**config.mk**
```make
export PLATFORM = sky130hd
export DESIGN_NAME = memory_stage
export DESIGN_NICKNAME = d
export VERILOG_FILES = /design/src/rtl/memory_stage_pkg.sv /design/src/rtl/memory_stage_load_align.sv /design/src/rtl/memory_stage.sv
export SDC_FILE = /design/constraint.sdc
export NUM_CORES = 1
export LEC_CHECK = 0
export ABC_AREA = 1
export BUFFER_PORTS_ARGS = -buffer_cell sky130_fd_sc_hd__buf_2
export CAP_MARGIN = 25
export CORE_AREA = 4 4 123 125
export CTS_CLUSTER_DIAMETER = 100
export DETAILED_ROUTE_END_ITERATION = 7
export DIE_AREA = 0 0 127 129
export HOLD_SLACK_MARGIN = 0.06
export PLACE_DENSITY = 0.72
export RECOVER_POWER = 100
export SLEW_MARGIN = 20
export SYNTH_ARGS = -nofsm -noshare
export SYNTH_HDL_FRONTEND = slang
export SYNTH_SLANG_ARGS = --single-unit
```
**constraint.sdc**
```tcl
create_clock -name clk -period 2.65 [get_ports clk]
set_input_delay 0.53 -clock clk [delete_from_list [all_inputs] [get_ports clk]]
set_output_delay 0.53 -clock clk [all_outputs]
set_load 0.05 [all_outputs]
```
**src/rtl/memory_stage_pkg.sv**
```systemverilog
// Shared definitions for the MEM pipeline stage.
// Holds the datapath width, the default access timeout, the byte-enable width,
// the MEM access FSM state encodings and a small lane-to-enable helper.
package memory_stage_pkg;

  localparam int WORD_SIZE       = 32;
  localparam int DEFAULT_TIMEOUT = 16;
  localparam int BE_WIDTH        = WORD_SIZE / 8;

  // MEM_IDLE: no access outstanding; MEM_WAIT: request issued, waiting on mem_ready
  typedef enum logic {
    MEM_IDLE = 1'b0,
    MEM_WAIT = 1'b1
  } mem_state_t;

  // One-hot byte enable for the byte lane addressed by the two low address bits
  function automatic logic [BE_WIDTH-1:0] lane_onehot(input logic [1:0] lane);
    logic [BE_WIDTH-1:0] one;
    one = {{(BE_WIDTH-1){1'b0}}, 1'b1};
    return one << lane;
  endfunction

endpackage

```
**src/rtl/memory_stage_load_align.sv**
```systemverilog
// Byte-lane handling for the MEM stage, purely combinational.
// Ports:
//   byte_access  in   1 = byte access, 0 = word access
//   lane         in   byte lane (low two address bits)
//   rdata        in   word returned by memory
//   wdata        in   store data from the M register
//   load_data    out  zero-extended selected byte, or the whole word
//   store_data   out  byte replicated to all lanes, or the whole word
//   be           out  byte enables (one-hot lane or all ones)
module load_align
  import memory_stage_pkg::*;
(
  input  logic                 byte_access,
  input  logic [1:0]           lane,
  input  logic [WORD_SIZE-1:0] rdata,
  input  logic [WORD_SIZE-1:0] wdata,
  output logic [WORD_SIZE-1:0] load_data,
  output logic [WORD_SIZE-1:0] store_data,
  output logic [BE_WIDTH-1:0]  be
);

  // Word accesses pass straight through with all lanes enabled; byte accesses
  // pick one lane on loads and fan the low byte out to every lane on stores so
  // that the byte enable alone decides which lane the memory writes.
  always_comb begin
    load_data  = rdata;
    store_data = wdata;
    be         = '1;
    if (byte_access) begin
      load_data  = {{(WORD_SIZE-8){1'b0}}, rdata[{lane, 3'b000} +: 8]};
      store_data = {BE_WIDTH{wdata[7:0]}};
      be         = lane_onehot(lane);
    end
  end

endmodule

```
**src/rtl/memory_stage.sv**
```systemverilog
// Pipeline MEM stage: performs loads/stores against a multi-cycle data memory
// through a req/ready handshake, stalls the execute stage while an access is
// outstanding, and registers results into the W pipeline register.
// Ports:
//   clk, rst                       clock and synchronous active-high reset
//   ALUResultM/WriteDataM/PCPlus4M M-side datapath inputs
//   RdM, RegWriteM, MemWriteM, ReadEnableM, ByteAddressM, ResultSrcM  M control
//   mem_ready, mem_rdata           memory completion and read word
//   mem_req, mem_we, mem_addr, mem_wdata, mem_be   memory request side
//   StallM                         holds execute stage and M register
//   MemError                       sticky access-timeout flag
//   ALUResultW, ReadDataW, PCPlus4W, RdW, RegWriteW, ResultSrcW  W register
//   RdMH, RegWriteMH               hazard unit copies of RdM / RegWriteM
module memory_stage
  import memory_stage_pkg::*;
#(
  parameter int TIMEOUT = DEFAULT_TIMEOUT
) (
  input  logic                 clk,
  input  logic                 rst,
  input  logic [WORD_SIZE-1:0] ALUResultM,
  input  logic [WORD_SIZE-1:0] WriteDataM,
  input  logic [WORD_SIZE-1:0] PCPlus4M,
  input  logic [4:0]           RdM,
  input  logic                 RegWriteM,
  input  logic                 MemWriteM,
  input  logic                 ReadEnableM,
  input  logic                 ByteAddressM,
  input  logic [1:0]           ResultSrcM,
  input  logic                 mem_ready,
  input  logic [WORD_SIZE-1:0] mem_rdata,
  output logic                 mem_req,
  output logic                 mem_we,
  output logic [WORD_SIZE-1:0] mem_addr,
  output logic [WORD_SIZE-1:0] mem_wdata,
  output logic [BE_WIDTH-1:0]  mem_be,
  output logic                 StallM,
  output logic                 MemError,
  output logic [WORD_SIZE-1:0] ALUResultW,
  output logic [WORD_SIZE-1:0] ReadDataW,
  output logic [WORD_SIZE-1:0] PCPlus4W,
  output logic [4:0]           RdW,
  output logic                 RegWriteW,
  output logic [1:0]           ResultSrcW,
  output logic [4:0]           RdMH,
  output logic                 RegWriteMH
);

  localparam int CNT_W = (TIMEOUT > 1) ? $clog2(TIMEOUT) : 1;

  mem_state_t             state;
  mem_state_t             state_next;
  logic [CNT_W-1:0]       wait_cnt;
  logic                   access;
  logic                   timeout_hit;
  logic                   timed_out;
  logic [WORD_SIZE-1:0]   load_data;
  logic [WORD_SIZE-1:0]   read_data_next;

  assign access      = ReadEnableM | MemWriteM;
  assign timeout_hit = (wait_cnt == CNT_W'(TIMEOUT - 1));

  assign RdMH       = RdM;
  assign RegWriteMH = RegWriteM;

  // Address, data and enables come straight from the held M register, so they
  // stay stable for the whole access without extra capture flops.
  assign mem_addr = {ALUResultM[WORD_SIZE-1:2], 2'b00};
  assign mem_we   = mem_req & MemWriteM;

  load_align u_load_align (
    .byte_access (ByteAddressM),
    .lane        (ALUResultM[1:0]),
    .rdata       (mem_rdata),
    .wdata       (WriteDataM),
    .load_data   (load_data),
    .store_data  (mem_wdata),
    .be          (mem_be)
  );

  // Next-state and handshake outputs. Reset forces the request and stall low
  // immediately so a dropped transaction never reaches the memory again.
  always_comb begin
    state_next     = state;
    mem_req        = 1'b0;
    StallM         = 1'b0;
    timed_out      = 1'b0;
    read_data_next = '0;
    if (!rst) begin
      unique case (state)
        MEM_IDLE: begin
          if (access) begin
            mem_req    = 1'b1;
            StallM     = 1'b1;
            state_next = MEM_WAIT;
          end
        end
        MEM_WAIT: begin
          mem_req = 1'b1;
          if (mem_ready) begin
            state_next = MEM_IDLE;
            if (!MemWriteM) begin
              read_data_next = load_data;
            end
          end else if (timeout_hit) begin
            timed_out  = 1'b1;
            state_next = MEM_IDLE;
          end else begin
            StallM = 1'b1;
          end
        end
        default: state_next = MEM_IDLE;
      endcase
    end
  end

  // State, timeout counter and sticky error. The counter only runs while the
  // FSM stays in WAIT, so it is zero on every fresh access.
  always_ff @(posedge clk) begin
    if (rst) begin
      state    <= MEM_IDLE;
      wait_cnt <= '0;
      MemError <= 1'b0;
    end else begin
      state <= state_next;
      if (state == MEM_WAIT && state_next == MEM_WAIT) begin
        wait_cnt <= wait_cnt + 1'b1;
      end else begin
        wait_cnt <= '0;
      end
      if (timed_out) begin
        MemError <= 1'b1;
      end
    end
  end

  // W pipeline register: a bubble while stalled so an instruction is written
  // back exactly once, on the cycle its result is final.
  always_ff @(posedge clk) begin
    if (rst || StallM) begin
      ALUResultW <= '0;
      ReadDataW  <= '0;
      PCPlus4W   <= '0;
      RdW        <= '0;
      RegWriteW  <= 1'b0;
      ResultSrcW <= '0;
    end else begin
      ALUResultW <= ALUResultM;
      ReadDataW  <= read_data_next;
      PCPlus4W   <= PCPlus4M;
      RdW        <= RdM;
      RegWriteW  <= RegWriteM;
      ResultSrcW <= ResultSrcM;
    end
  end

endmodule

```
==> qor.json, run 1 <==
{
  "run_status": {
    "run_status": "finished clean"
  },
  "clock_tree": {
    "hold_fix_buffer_count_after_cts": 0,
    "cts.repair.resized": 0,
    "tritoncts": "yes",
    "cts_root_buf": "sky130_fd_sc_hd__clkbuf_16",
    "clk_path_buf_depth": 2,
    "insertion_delay_ns": 0.34,
    "cts.htree.levels": 3,
    "cts.clk_slew.worst_paths_ns": 0.07,
    "clock_sink_count": 110,
    "cts-buffers-inserted": 9,
    "postCtsSetupBuffers": 0
  },
  "grt": {
    "grt_antenna_before_repair": 0,
    "grt_pass1_vias": 3786,
    "gr-usage-all-layers_pct": 15.79,
    "largest_net_degree_at_the_start_of_global_routing": 53,
    "global_route_wire_length_before_repair_mm": 19.86,
    "grt_overflow": 0
  },
  "synthesis": {
    "post_synth_adder_cell_area_pct": 0.3051,
    "cells_after_synthesis": 516,
    "post_synth_mux_area_share_pct": 0,
    "synth.yosys.warnings": 0,
    "seq_area_frac_synth_pct": 53.69,
    "avgSynthCellArea_um2": 7.949,
    "post_syn_area_mm2": 0.004101,
    "synth-simple-area-share_pct": 22.03,
    "fraction_of_the_mapped_netlist_area_in_compound_gates_pct": 2.318,
    "ffs_latches_synth": 110,
    "yosys.area_share.xor_xnor_pct": 0.4271,
    "synth_cell_type_count": 22,
    "combinational_family_with_the_most_area_after_synthesis": "simple AND/OR/NAND/NOR gates"
  },
  "timing": {
    "timing.fmax_mhz": 428.2,
    "final_report_hold_violation_count": 0,
    "finalSetupViolCount": 0,
    "worstMarginPinSlew_ns": 0.9941,
    "setup_repair_after_global_routing_missed_its_margin": "false",
    "timing.setup.tns_ns": 0,
    "report.final.slew_viol_count": 0,
    "worst_slew_margin_rel_pct": 33.73,
    "finalClockSkew_ns": 0.007079,
    "period_share_pct": 88.13,
    "period_needed_ns": 2.336
  },
  "min_path": {
    "worst_hold_startpoint": "PCPlus4M[26]",
    "worstHoldPathCells": 3,
    "min-delay-path-class": "in2reg",
    "min_to": "PCPlus4W[26]$_SDFF_PP0_"
  },
  "layout": {
    "fillCellCount": 1541,
    "register_area_mm2": 0.002202,
    "flow.area_growth_from_synthesis_pct": 36.06,
    "layout.cell_area.non_filler_mm2": 0.005580,
    "drive_gt1_share_pct": 21.64,
    "antenna-diode-count": 0,
    "finalNetCount": 933,
    "footprint_of_the_multi_input_gates_mm2": 0.001026,
    "mostFrequentLayoutCells": "sky130_fd_sc_hd__clkbuf_1 (182), sky130_fd_sc_hd__buf_2 (141), sky130_fd_sc_hd__dfxtp_1 (110)",
    "layout_commonest_cell": "sky130_fd_sc_hd__clkbuf_1"
  },
  "critical_path": {
    "critical_path.max_stage_delay_ns": 0.49,
    "r2r_slack_ns": 0.56,
    "cp-end-kind": "output pin",
    "crit_path_start_kind": "input pin",
    "cp.arrival_ns": 1.81,
    "crit_path_top_delay_cell": "sky130_fd_sc_hd__clkbuf_1",
    "worst_r2r_startpoint": "wait_cnt[0]$_SDFF_PP0_",
    "crit_required_ns": 2.12,
    "timing.reg2reg.worst_path_depth": 8,
    "cp_max_fo": 25,
    "reg2reg_to": "ResultSrcW[1]$_SDFF_PP0_",
    "critPathKind": "in2out",
    "crit_chain": "buf_2, inv_2, nand2_1, nand2_1, clkbuf_1",
    "crit_path_frequent_cell": "sky130_fd_sc_hd__nand2_1"
  },
  "floorplanning": {
    "placementRows": 43,
    "core_region_area_mm2": 0.01388,
    "die_width_um": 127,
    "effective_utilization_at_floorplan_pct": 29.55,
    "die_area_mm2": 0.01638,
    "io_pins": 324,
    "die_height_um": 129
  },
  "place": {
    "post-dp-hpwl_mm": 11.34,
    "finalWeightedCongestion": 0.8840,
    "placed_cell_areas_mm2": 0.005514,
    "port_buffers": 321
  },
  "routing": {
    "drt-vias-per-instance": 4.112,
    "drtIter0Drc": 161,
    "antenna_left": 0,
    "detail_route.wl_per_cell_um": 14.13,
    "drc": 0,
    "wirelength_mm": 13.77,
    "drt_pass1_iterations": 4,
    "dr_total_vias": 4009
  },
  "pwr": {
    "power_density_mw_per_mm2": 729.2,
    "power_uw": 4069,
    "power.ir.vdd_worst_uv": 378.1,
    "static-leakage-power_uw": 0.002943
  },
  "job": {
    "maxCapViolCount": 0
  }
}
==> report_power, final <==
part / switching, uW / leakage [uW] / internal (uW)
Clock: 614 / 0.000153 / 836
Sequential: 17.4 / 0.000896 / 1710
Combinational: 709 / 0.00189 / 179
==> critical path, delay by kind of cell <==
family	cells	cell delay (ns)
buf+inv	3	1.09
simple gates	2	0.18
==> cell type report <==
type | instances | share of cell area [%]
Clock buffer | 10 | 4.103
Clock inverter | 6 | 1.682
Inverter | 103 | 6.928
Multi-Input combinational cell | 239 | 18.39
Sequential cell | 110 | 39.46
Tap cell | 180 | 4.036
Timing Repair Buffer | 327 | 25.40
==> cell usage after synthesis <==
cell,n,area (um2)
sky130_fd_sc_hd__buf_6,7,78.83
sky130_fd_sc_hd__nor2_1,94,352.8
sky130_fd_sc_hd__nand2_2,1,6.260
sky130_fd_sc_hd__xor2_1,1,8.760
sky130_fd_sc_hd__buf_4,46,345.3
sky130_fd_sc_hd__a21oi_1,12,60.06
sky130_fd_sc_hd__nand2_1,74,277.8
sky130_fd_sc_hd__clkbuf_1,3,11.26
sky130_fd_sc_hd__nand4_1,1,6.260
sky130_fd_sc_hd__xnor2_1,1,8.760
sky130_fd_sc_hd__nand3_1,36,180.2
sky130_fd_sc_hd__inv_1,101,379.1
sky130_fd_sc_hd__dfxtp_1,110,2202
sky130_fd_sc_hd__conb_1,1,3.750
sky130_fd_sc_hd__nand3_4,1,17.52
sky130_fd_sc_hd__o21ai_2,1,8.760
sky130_fd_sc_hd__o21bai_2,1,11.26
sky130_fd_sc_hd__o21ai_0,3,15.01
sky130_fd_sc_hd__buf_2,9,45.04
sky130_fd_sc_hd__inv_2,2,7.510
sky130_fd_sc_hd__ha_1,1,12.51
sky130_fd_sc_hd__nor2_2,10,62.56
==> logic make-up after synthesis <==
logic type / count (synthesis)
buffers and inverters: 168
XOR/XNOR: 2
flip-flops: 110
AO/OA/AOI/OAI: 17
AND/OR/NAND/NOR: 217
adder cells (fa/ha/maj): 1
other: 1
==> per-stage QoR <==
step | hold slack, ns | worst slack, ns | utilization, % | instances
floorplan | 0.4179 | 0.09707 | - | 517
global placement | 0.4327 | 0.5554 | 39.72 | 959
detailed placement | 0.4441 | 0.5386 | 39.72 | 959
CTS | 0.3740 | 0.4898 | 42.05 | 975
global route | 0.3837 | 0.2274 | 40.20 | 975
finish | 0.3972 | 0.3145 | 40.20 | 975
==> state kept, by name, indices dropped and copies added, names as in the netlist <==
register	count
RegWriteW	1
ResultSrcW	2
wait_cnt	4
ALUResultW	32
PCPlus4W	32
state	1
MemError	1
ReadDataW	32
RdW	5
==> worst max path at each step <==
stage / depth (start not counted) / endpoint / start / slack [ns]
CTS: 7 / StallM / wait_cnt[0]$_SDFF_PP0_ / 0.49
floorplan: 4 / mem_be[3] / ALUResultM[1] / 0.1
global placement: 5 / mem_wdata[23] / ByteAddressM / 0.56
detailed placement: 5 / mem_wdata[23] / ByteAddressM / 0.54
finish: 5 / mem_wdata[23] / ByteAddressM / 0.31
global route: 5 / mem_wdata[13] / ByteAddressM / 0.23
==> layer usage <==
| metal | vias up | wire (um) | GRT usage (%) |
|---|---|---|---|
| met4 | 0 | 370 | 7.256 |
| met2 | 234 | 7010 | 28.80 |
| met3 | 19 | 1464 | 5.189 |
| li1 | 2001 | - | - |
| met5 | - | 0 | 0 |
| met1 | 1755 | 4927 | 16.47 |
(Power assumes the default switching activity.)
==> run 2: changes to the inputs <==
--- a/config.mk
+++ b/config.mk
@@ -8,12 +8,12 @@
 export ABC_AREA = 1
 export BUFFER_PORTS_ARGS = -buffer_cell sky130_fd_sc_hd__buf_2
 export CAP_MARGIN = 25
-export CORE_AREA = 4 4 123 125
+export CORE_AREA = 4 4 124 126
 export CTS_CLUSTER_DIAMETER = 100
 export DETAILED_ROUTE_END_ITERATION = 7
-export DIE_AREA = 0 0 127 129
+export DIE_AREA = 0 0 128 130
 export HOLD_SLACK_MARGIN = 0.06
-export PLACE_DENSITY = 0.72
+export PLACE_DENSITY = 0.73
 export RECOVER_POWER = 100
 export SLEW_MARGIN = 20
 export SYNTH_ARGS = -nofsm -noshare
==> constraint.sdc (replaced) <==
create_clock -name clk -period 1.9 [get_ports clk]
set_input_delay 0.38 -clock clk [delete_from_list [all_inputs] [get_ports clk]]
set_output_delay 0.38 -clock clk [all_outputs]
set_load 0.05 [all_outputs]
==> run 2 against run 1 <==
  * Register-to-register slack worse by 0.30 ns
  * First-iteration DRC count increased by 6.2%
  * Count of clock-buffer cells in the layout stayed put
  * Highest routed layer is now met5
  * Critical path type is now reg2out
  * Global-route usage down 0.73 points
==> qor.json, run 2 (same netlist as run 1, synthesis figures left out) <==
{
  "critical_path": {
    "cp_max_fo": 3,
    "crit_required_ns": 1.52,
    "crit_path_top_delay_cell": "sky130_fd_sc_hd__dfxtp_4",
    "reg2reg_to": "PCPlus4W[15]$_SDFF_PP0_",
    "cp-end-kind": "output pin",
    "crit_chain": "ha_4, nand3_4, nand2_2, inv_2, nand2_4, a21oi_2, buf_6",
    "r2r_slack_ns": 0.26,
    "worst_r2r_startpoint": "wait_cnt[1]$_SDFF_PP0_",
    "critical_path.max_stage_delay_ns": 0.36,
    "crit_buf_inv": 2,
    "timing.reg2reg.worst_path_depth": 9,
    "critPathKind": "reg2out",
    "crit_path_start_kind": "flop",
    "worst-path-stages": 7,
    "critical_path.top_delay_family": "flip-flops",
    "cp.arrival_ns": 1.43
  },
  "routing": {
    "antenna_left": 0,
    "detail_route.wl_per_cell_um": 13.67,
    "drt_pass1_iterations": 4,
    "drt-vias-per-instance": 4.079,
    "drc": 0,
    "wirelength_mm": 13.45,
    "drtIter0Drc": 171,
    "dr_total_vias": 4014
  },
  "layout": {
    "antenna-diode-count": 0,
    "fillCellCount": 1466,
    "largest_registers": "ALUResultW (32), PCPlus4W (32), ReadDataW (32)",
    "drive_gt1_share_pct": 46.13,
    "layout_commonest_cell": "sky130_fd_sc_hd__buf_2",
    "finalNetCount": 938,
    "mostFrequentLayoutCells": "sky130_fd_sc_hd__buf_2 (320), sky130_fd_sc_hd__dfxtp_1 (109), sky130_fd_sc_hd__inv_1 (101)",
    "flow.area_growth_from_synthesis_pct": 43.81
  },
  "timing": {
    "report.final.slew_viol_count": 0,
    "finalClockSkew_ns": 0.008335,
    "final_report_hold_violation_count": 0,
    "whs_ns": 0.2401,
    "timing.setup.tns_ns": 0,
    "period_needed_ns": 1.813,
    "timing.fmax_mhz": 551.5,
    "finalSetupViolCount": 0,
    "period_share_pct": 95.44
  },
  "min_path": {
    "worst_hold_startpoint": "PCPlus4M[23]",
    "min-delay-path-class": "in2reg",
    "worstHoldPathCells": 3,
    "min_to": "PCPlus4W[23]$_SDFF_PP0_"
  },
  "place": {
    "port_buffers": 321,
    "finalWeightedCongestion": 0.8530,
    "post-dp-hpwl_mm": 11.23
  },
  "floorplanning": {
    "effective_utilization_at_floorplan_pct": 28.65,
    "die_height_um": 130,
    "placementRows": 44,
    "io_pins": 324,
    "die_area_mm2": 0.01664,
    "die_width_um": 128,
    "core_region_area_mm2": 0.01431
  },
  "grt": {
    "gr-usage-all-layers_pct": 15.07,
    "grt_pass1_vias": 3788,
    "global_route_wire_length_before_repair_mm": 19.09,
    "grt_antenna_before_repair": 2,
    "grt_overflow": 0,
    "largest_net_degree_at_the_start_of_global_routing": 47
  },
  "pwr": {
    "combinationalPowerShare_pct": 23.5,
    "clock_power_share_pct": 33.1,
    "sequentialPowerShare_pct": 43.4,
    "netSwitchingPower_uw": 1900,
    "static-leakage-power_uw": 0.003624,
    "power_density_mw_per_mm2": 942.0,
    "power.ir.vdd_worst_uv": 389.2,
    "power.share.switching_pct": 34.20,
    "power_report.internal_total_uw": 3656
  },
  "run_status": {
    "run_status": "finished clean"
  },
  "clock_tree": {
    "cts.htree.levels": 3,
    "clk_path_buf_depth": 2,
    "insertion_delay_ns": 0.34,
    "cts.clk_slew.worst_paths_ns": 0.08,
    "tritoncts": "yes",
    "cts_root_buf": "sky130_fd_sc_hd__clkbuf_16",
    "clock_sink_count": 110,
    "hold_fix_buffer_count_after_cts": 0,
    "cts-buffers-inserted": 9
  },
  "job": {
    "maxCapViolCount": 0
  }
}
[run 2: changes by cell type in the layout (fill, tap and decap cells not counted), sizes merged]
cell / change
clkbuf: -183
clkinv: +2
bufinv: -2
clkinvlp: -1
buf: +188
inv: +1
[run 2: worst min-delay path, stage by stage]
cell                     delay, ns
sky130_fd_sc_hd__buf_2        0.09
sky130_fd_sc_hd__inv_1        0.04
sky130_fd_sc_hd__nor2_1       0.03
[run 2: worst max path at each step]
stage	start	to	slack (ns)
CTS	wait_cnt[0]$_SDFF_PP0_	StallM	0.02
floorplan	ALUResultM[1]	mem_be[3]	0.03
detailed placement	wait_cnt[0]$_SDFF_PP0_	PCPlus4W[15]$_SDFF_PP0_	0.23
global placement	ALUResultM[0]	mem_be[3]	0.23
global route	wait_cnt[1]$_SDFF_PP0_	StallM	-0.0004
finish	wait_cnt[0]$_SDFF_PP0_	StallM	0.09
[run 2: through the flow]
stage          utilization [%]  setup WS [ns]  total power [uW]  cell area (um2)  instances
2_1_floorplan                -        0.02823              3443             4109        517
3_3_place_gp             38.69         0.2285              3765             5538        965
3_5_place_dp             38.69         0.2288              3777             5538        965
4_1_cts                  40.85        0.01982              5630             5847        981
5_1_grt                  41.21     -0.0003614              5784             5898        984
6_report                 41.21        0.08664              5556             5898        984
[run 2: area by class of cell]
cell class / instances / area (um2) / share of cell area, %
Clock buffer: 10 / 239.0 / 4.052
Clock inverter: 6 / 56.30 / 0.9546
Inverter: 103 / 386.6 / 6.555
Multi-Input combinational cell: 239 / 1072 / 18.18
Sequential cell: 110 / 2206 / 37.40
Tap cell: 184 / 230.2 / 3.903
Timing Repair Buffer: 332 / 1708 / 28.96
[run 2: power groups by stage]
stage               Combinational [uW]  Sequential (uW)  Clock (uW)
floorplan                          678             2770           0
global placement                  1300             2460           0
detailed placement                1310             2470           0
CTS                               1320             2410        1900
global route                      1390             2420        1980
finish                            1310             2410        1840
[run 2: timing repair]
action,4_1_cts,5_1_grt
endpoints found under the hold margin,0,0
buffers inserted,0,3
resized for setup,4,6
setup endpoints to repair,1,1
pin swaps,0,2
[run 2: metal layers]
metal  up-vias  wire length (um)  global-route usage [%]  part of all wire, %
met5         -                34                       0                 0.25
met4         4               359                   7.428                  2.7
met3        22              1358                   4.257                   10
met2       233              7012                   28.07                   52
met1      1752              4690                   15.46                   35
li1       2003                 -                       -                    -
==> run 3: changes to the inputs <==
--- a/config.mk
+++ b/config.mk
@@ -8,12 +8,14 @@
 export ABC_AREA = 1
 export BUFFER_PORTS_ARGS = -buffer_cell sky130_fd_sc_hd__buf_2
 export CAP_MARGIN = 25
-export CORE_AREA = 4 4 124 126
+export CELL_PAD_IN_SITES_DETAIL_PLACEMENT = 1
+export CELL_PAD_IN_SITES_GLOBAL_PLACEMENT = 2
+export CORE_MARGIN = 4
+export CORE_UTILIZATION = 17
 export CTS_CLUSTER_DIAMETER = 100
 export DETAILED_ROUTE_END_ITERATION = 7
-export DIE_AREA = 0 0 128 130
 export HOLD_SLACK_MARGIN = 0.06
-export PLACE_DENSITY = 0.73
+export PLACE_DENSITY = 0.83
 export RECOVER_POWER = 100
 export SLEW_MARGIN = 20
 export SYNTH_ARGS = -nofsm -noshare
==> run 3 against run 2 <==
  * Sequential share of layout area barely moved
  * Clock power barely moved
  * Via count rose by 1.5%
  * Non-clock buffer count fell by 2
  * Die area rose by 60%
  * Global-route usage fell by 3.9 points
==> qor.json, run 3 (same netlist as run 1, synthesis figures left out) <==
{
  "run_status": {
    "run_status": "finished clean"
  },
  "min_path": {
    "min_to": "PCPlus4W[17]$_SDFF_PP0_",
    "worst_hold_startpoint": "PCPlus4M[17]",
    "min-delay-path-class": "in2reg",
    "worstHoldPathCells": 3
  },
  "floorplanning": {
    "placementRows": 56,
    "effective_utilization_at_floorplan_pct": 17.37,
    "die_width_um": 163.3,
    "core_region_area_mm2": 0.02361,
    "die_height_um": 163.3,
    "die_area_mm2": 0.02668,
    "io_pins": 324
  },
  "layout": {
    "layout_commonest_cell": "sky130_fd_sc_hd__buf_2",
    "drive_gt1_share_pct": 31.95,
    "layout.cell_area.non_filler_mm2": 0.005889,
    "antenna-diode-count": 0,
    "finalNetCount": 936,
    "largest_registers": "ALUResultW (32), PCPlus4W (32), ReadDataW (32)",
    "flow.area_growth_from_synthesis_pct": 43.59,
    "mostFrequentLayoutCells": "sky130_fd_sc_hd__buf_2 (189), sky130_fd_sc_hd__dfxtp_1 (108), sky130_fd_sc_hd__clkbuf_1 (107)"
  },
  "pwr": {
    "clock_power_share_pct": 33.4,
    "combinationalPowerShare_pct": 23.2,
    "power_report.internal_total_uw": 3596,
    "sequentialPowerShare_pct": 43.4,
    "power.share.switching_pct": 35.39,
    "power.ir.vdd_worst_uv": 326.1,
    "power_density_mw_per_mm2": 945.0,
    "static-leakage-power_uw": 0.003166,
    "netSwitchingPower_uw": 1970
  },
  "place": {
    "placed_cell_areas_mm2": 0.005727,
    "port_buffers": 321,
    "post-dp-hpwl_mm": 12.87,
    "finalWeightedCongestion": 0.7776
  },
  "critical_path": {
    "crit_path_start_kind": "flop",
    "cp.arrival_ns": 1.40,
    "reg2reg_to": "ALUResultW[0]$_SDFF_PP0_",
    "timing.reg2reg.worst_path_depth": 8,
    "crit_chain": "ha_4, nand3_4, nand2_2, inv_2, nand2_4, a21oi_2, buf_6",
    "cp_max_fo": 3,
    "crit_path_top_delay_cell": "sky130_fd_sc_hd__dfxtp_2",
    "crit_buf_inv": 2,
    "critPathKind": "reg2out",
    "r2r_slack_ns": 0.20,
    "cp-end-kind": "output pin",
    "critical_path.top_delay_family": "flip-flops",
    "crit_required_ns": 1.52,
    "worst_r2r_startpoint": "wait_cnt[0]$_SDFF_PP0_",
    "critical_path.max_stage_delay_ns": 0.34
  },
  "routing": {
    "wirelength_mm": 15.64,
    "drt-vias-per-instance": 3.647,
    "detail_route.wl_per_cell_um": 14.01,
    "drtIter0Drc": 119,
    "drt_pass1_iterations": 4,
    "dr_total_vias": 4074,
    "drc": 0,
    "antenna_left": 0
  },
  "grt": {
    "gr-usage-all-layers_pct": 11.15,
    "grt_pass1_vias": 4197,
    "grt_antenna_before_repair": 1,
    "grt_overflow": 0,
    "global_route_wire_length_before_repair_mm": 22.43,
    "largest_net_degree_at_the_start_of_global_routing": 48
  },
  "timing": {
    "timing.setup.tns_ns": 0,
    "worst_slew_margin_rel_pct": 53.01,
    "timing.fmax_mhz": 560.4,
    "setup_repair_after_global_routing_missed_its_margin": "false",
    "final_report_hold_violation_count": 0,
    "whs_ns": 0.2317,
    "period_share_pct": 93.91,
    "worstMarginPinSlew_ns": 0.7079,
    "finalClockSkew_ns": 0.01228,
    "period_needed_ns": 1.784,
    "finalSetupViolCount": 0,
    "report.final.slew_viol_count": 0
  },
  "clock_tree": {
    "cts_root_buf": "sky130_fd_sc_hd__clkbuf_16",
    "clock_sink_count": 110,
    "cts.htree.levels": 3,
    "cts-buffers-inserted": 9,
    "clk_path_buf_depth": 2,
    "tritoncts": "yes",
    "insertion_delay_ns": 0.36,
    "cts.clk_slew.worst_paths_ns": 0.08,
    "postCtsSetupBuffers": 0,
    "hold_fix_buffer_count_after_cts": 0
  },
  "job": {
    "maxCapViolCount": 0
  }
}
==> run 3: cell count changes in the layout (fill, tap and decap cells not counted), moves of 5 or more <==
cell,previous run,this run
sky130_fd_sc_hd__nor2_1,94,99
sky130_fd_sc_hd__buf_4,10,5
sky130_fd_sc_hd__nor2_2,10,5
sky130_fd_sc_hd__clkbuf_1,0,107
sky130_fd_sc_hd__buf_2,320,189
sky130_fd_sc_hd__clkbuf_2,0,27
==> run 3: worst max path at each step <==
stage	cells past startpoint	to	from	slack, ns
detailed placement	5	mem_wdata[24]	ByteAddressM	0.11
floorplan	4	mem_be[3]	ALUResultM[1]	0.03
global placement	5	mem_wdata[22]	ByteAddressM	0.20
CTS	7	StallM	wait_cnt[0]$_SDFF_PP0_	0.005
global route	3	mem_req	state$_SDFF_PP0_	0.02
finish	7	StallM	wait_cnt[0]$_SDFF_PP0_	0.12
==> run 3: per-layer routing <==
| metal | vias up | global-route usage (%) | wire length, um |
|---|---|---|---|
| met2 | 241 | 20.68 | 7821 |
| met5 | - | 0 | 13 |
| met4 | 2 | 4.842 | 399 |
| li1 | 1998 | - | - |
| met3 | 20 | 4.012 | 1796 |
| met1 | 1813 | 11.19 | 5613 |
==> run 3: repair_timing <==
action	in CTS	in global routing
endpoints found under the setup margin	1	1
pin swaps	1	1
resized for setup	5	5
==> run 3: cell type report <==
class	count	area, um2
fill	3019	17720
sequential	110	2205
timing repair buffer	330	1568
multi-input combinational	239	1047
tap	319	399.1
inverter	103	386.6
clock buffer	10	229.0
clock inverter	6	55.05
==> run 3: power groups by stage <==
| stage | clock, uW | combinational (uW) | sequential, uW |
|---|---|---|---|
| after CTS | 1980 | 1340 | 2410 |
| after global routing | 2090 | 1370 | 2430 |
| after floorplan | 0 | 678 | 2770 |
| final | 1860 | 1290 | 2420 |
| after detailed placement | 0 | 1340 | 2470 |
| after global placement | 0 | 1320 | 2460 |
==> run 3: tightest hold or removal path, cell delays in order <==
cell and delay (ns):
sky130_fd_sc_hd__buf_2 0.09, sky130_fd_sc_hd__inv_1 0.04, sky130_fd_sc_hd__nor2_1 0.03
==> run 3: metrics by stage <==
stage	instances	power (uW)	setup WS (ns)	utilization (%)
6_report	1117	5566	0.1157	24.94
5_1_grt	1117	5890	0.01759	24.94
4_1_cts	1117	5737	0.004629	25.52
3_5_place_dp	1101	3803	0.1149	24.25
3_3_place_gp	1101	3788	0.1977	24.25
2_1_floorplan	517	3443	0.02823	-
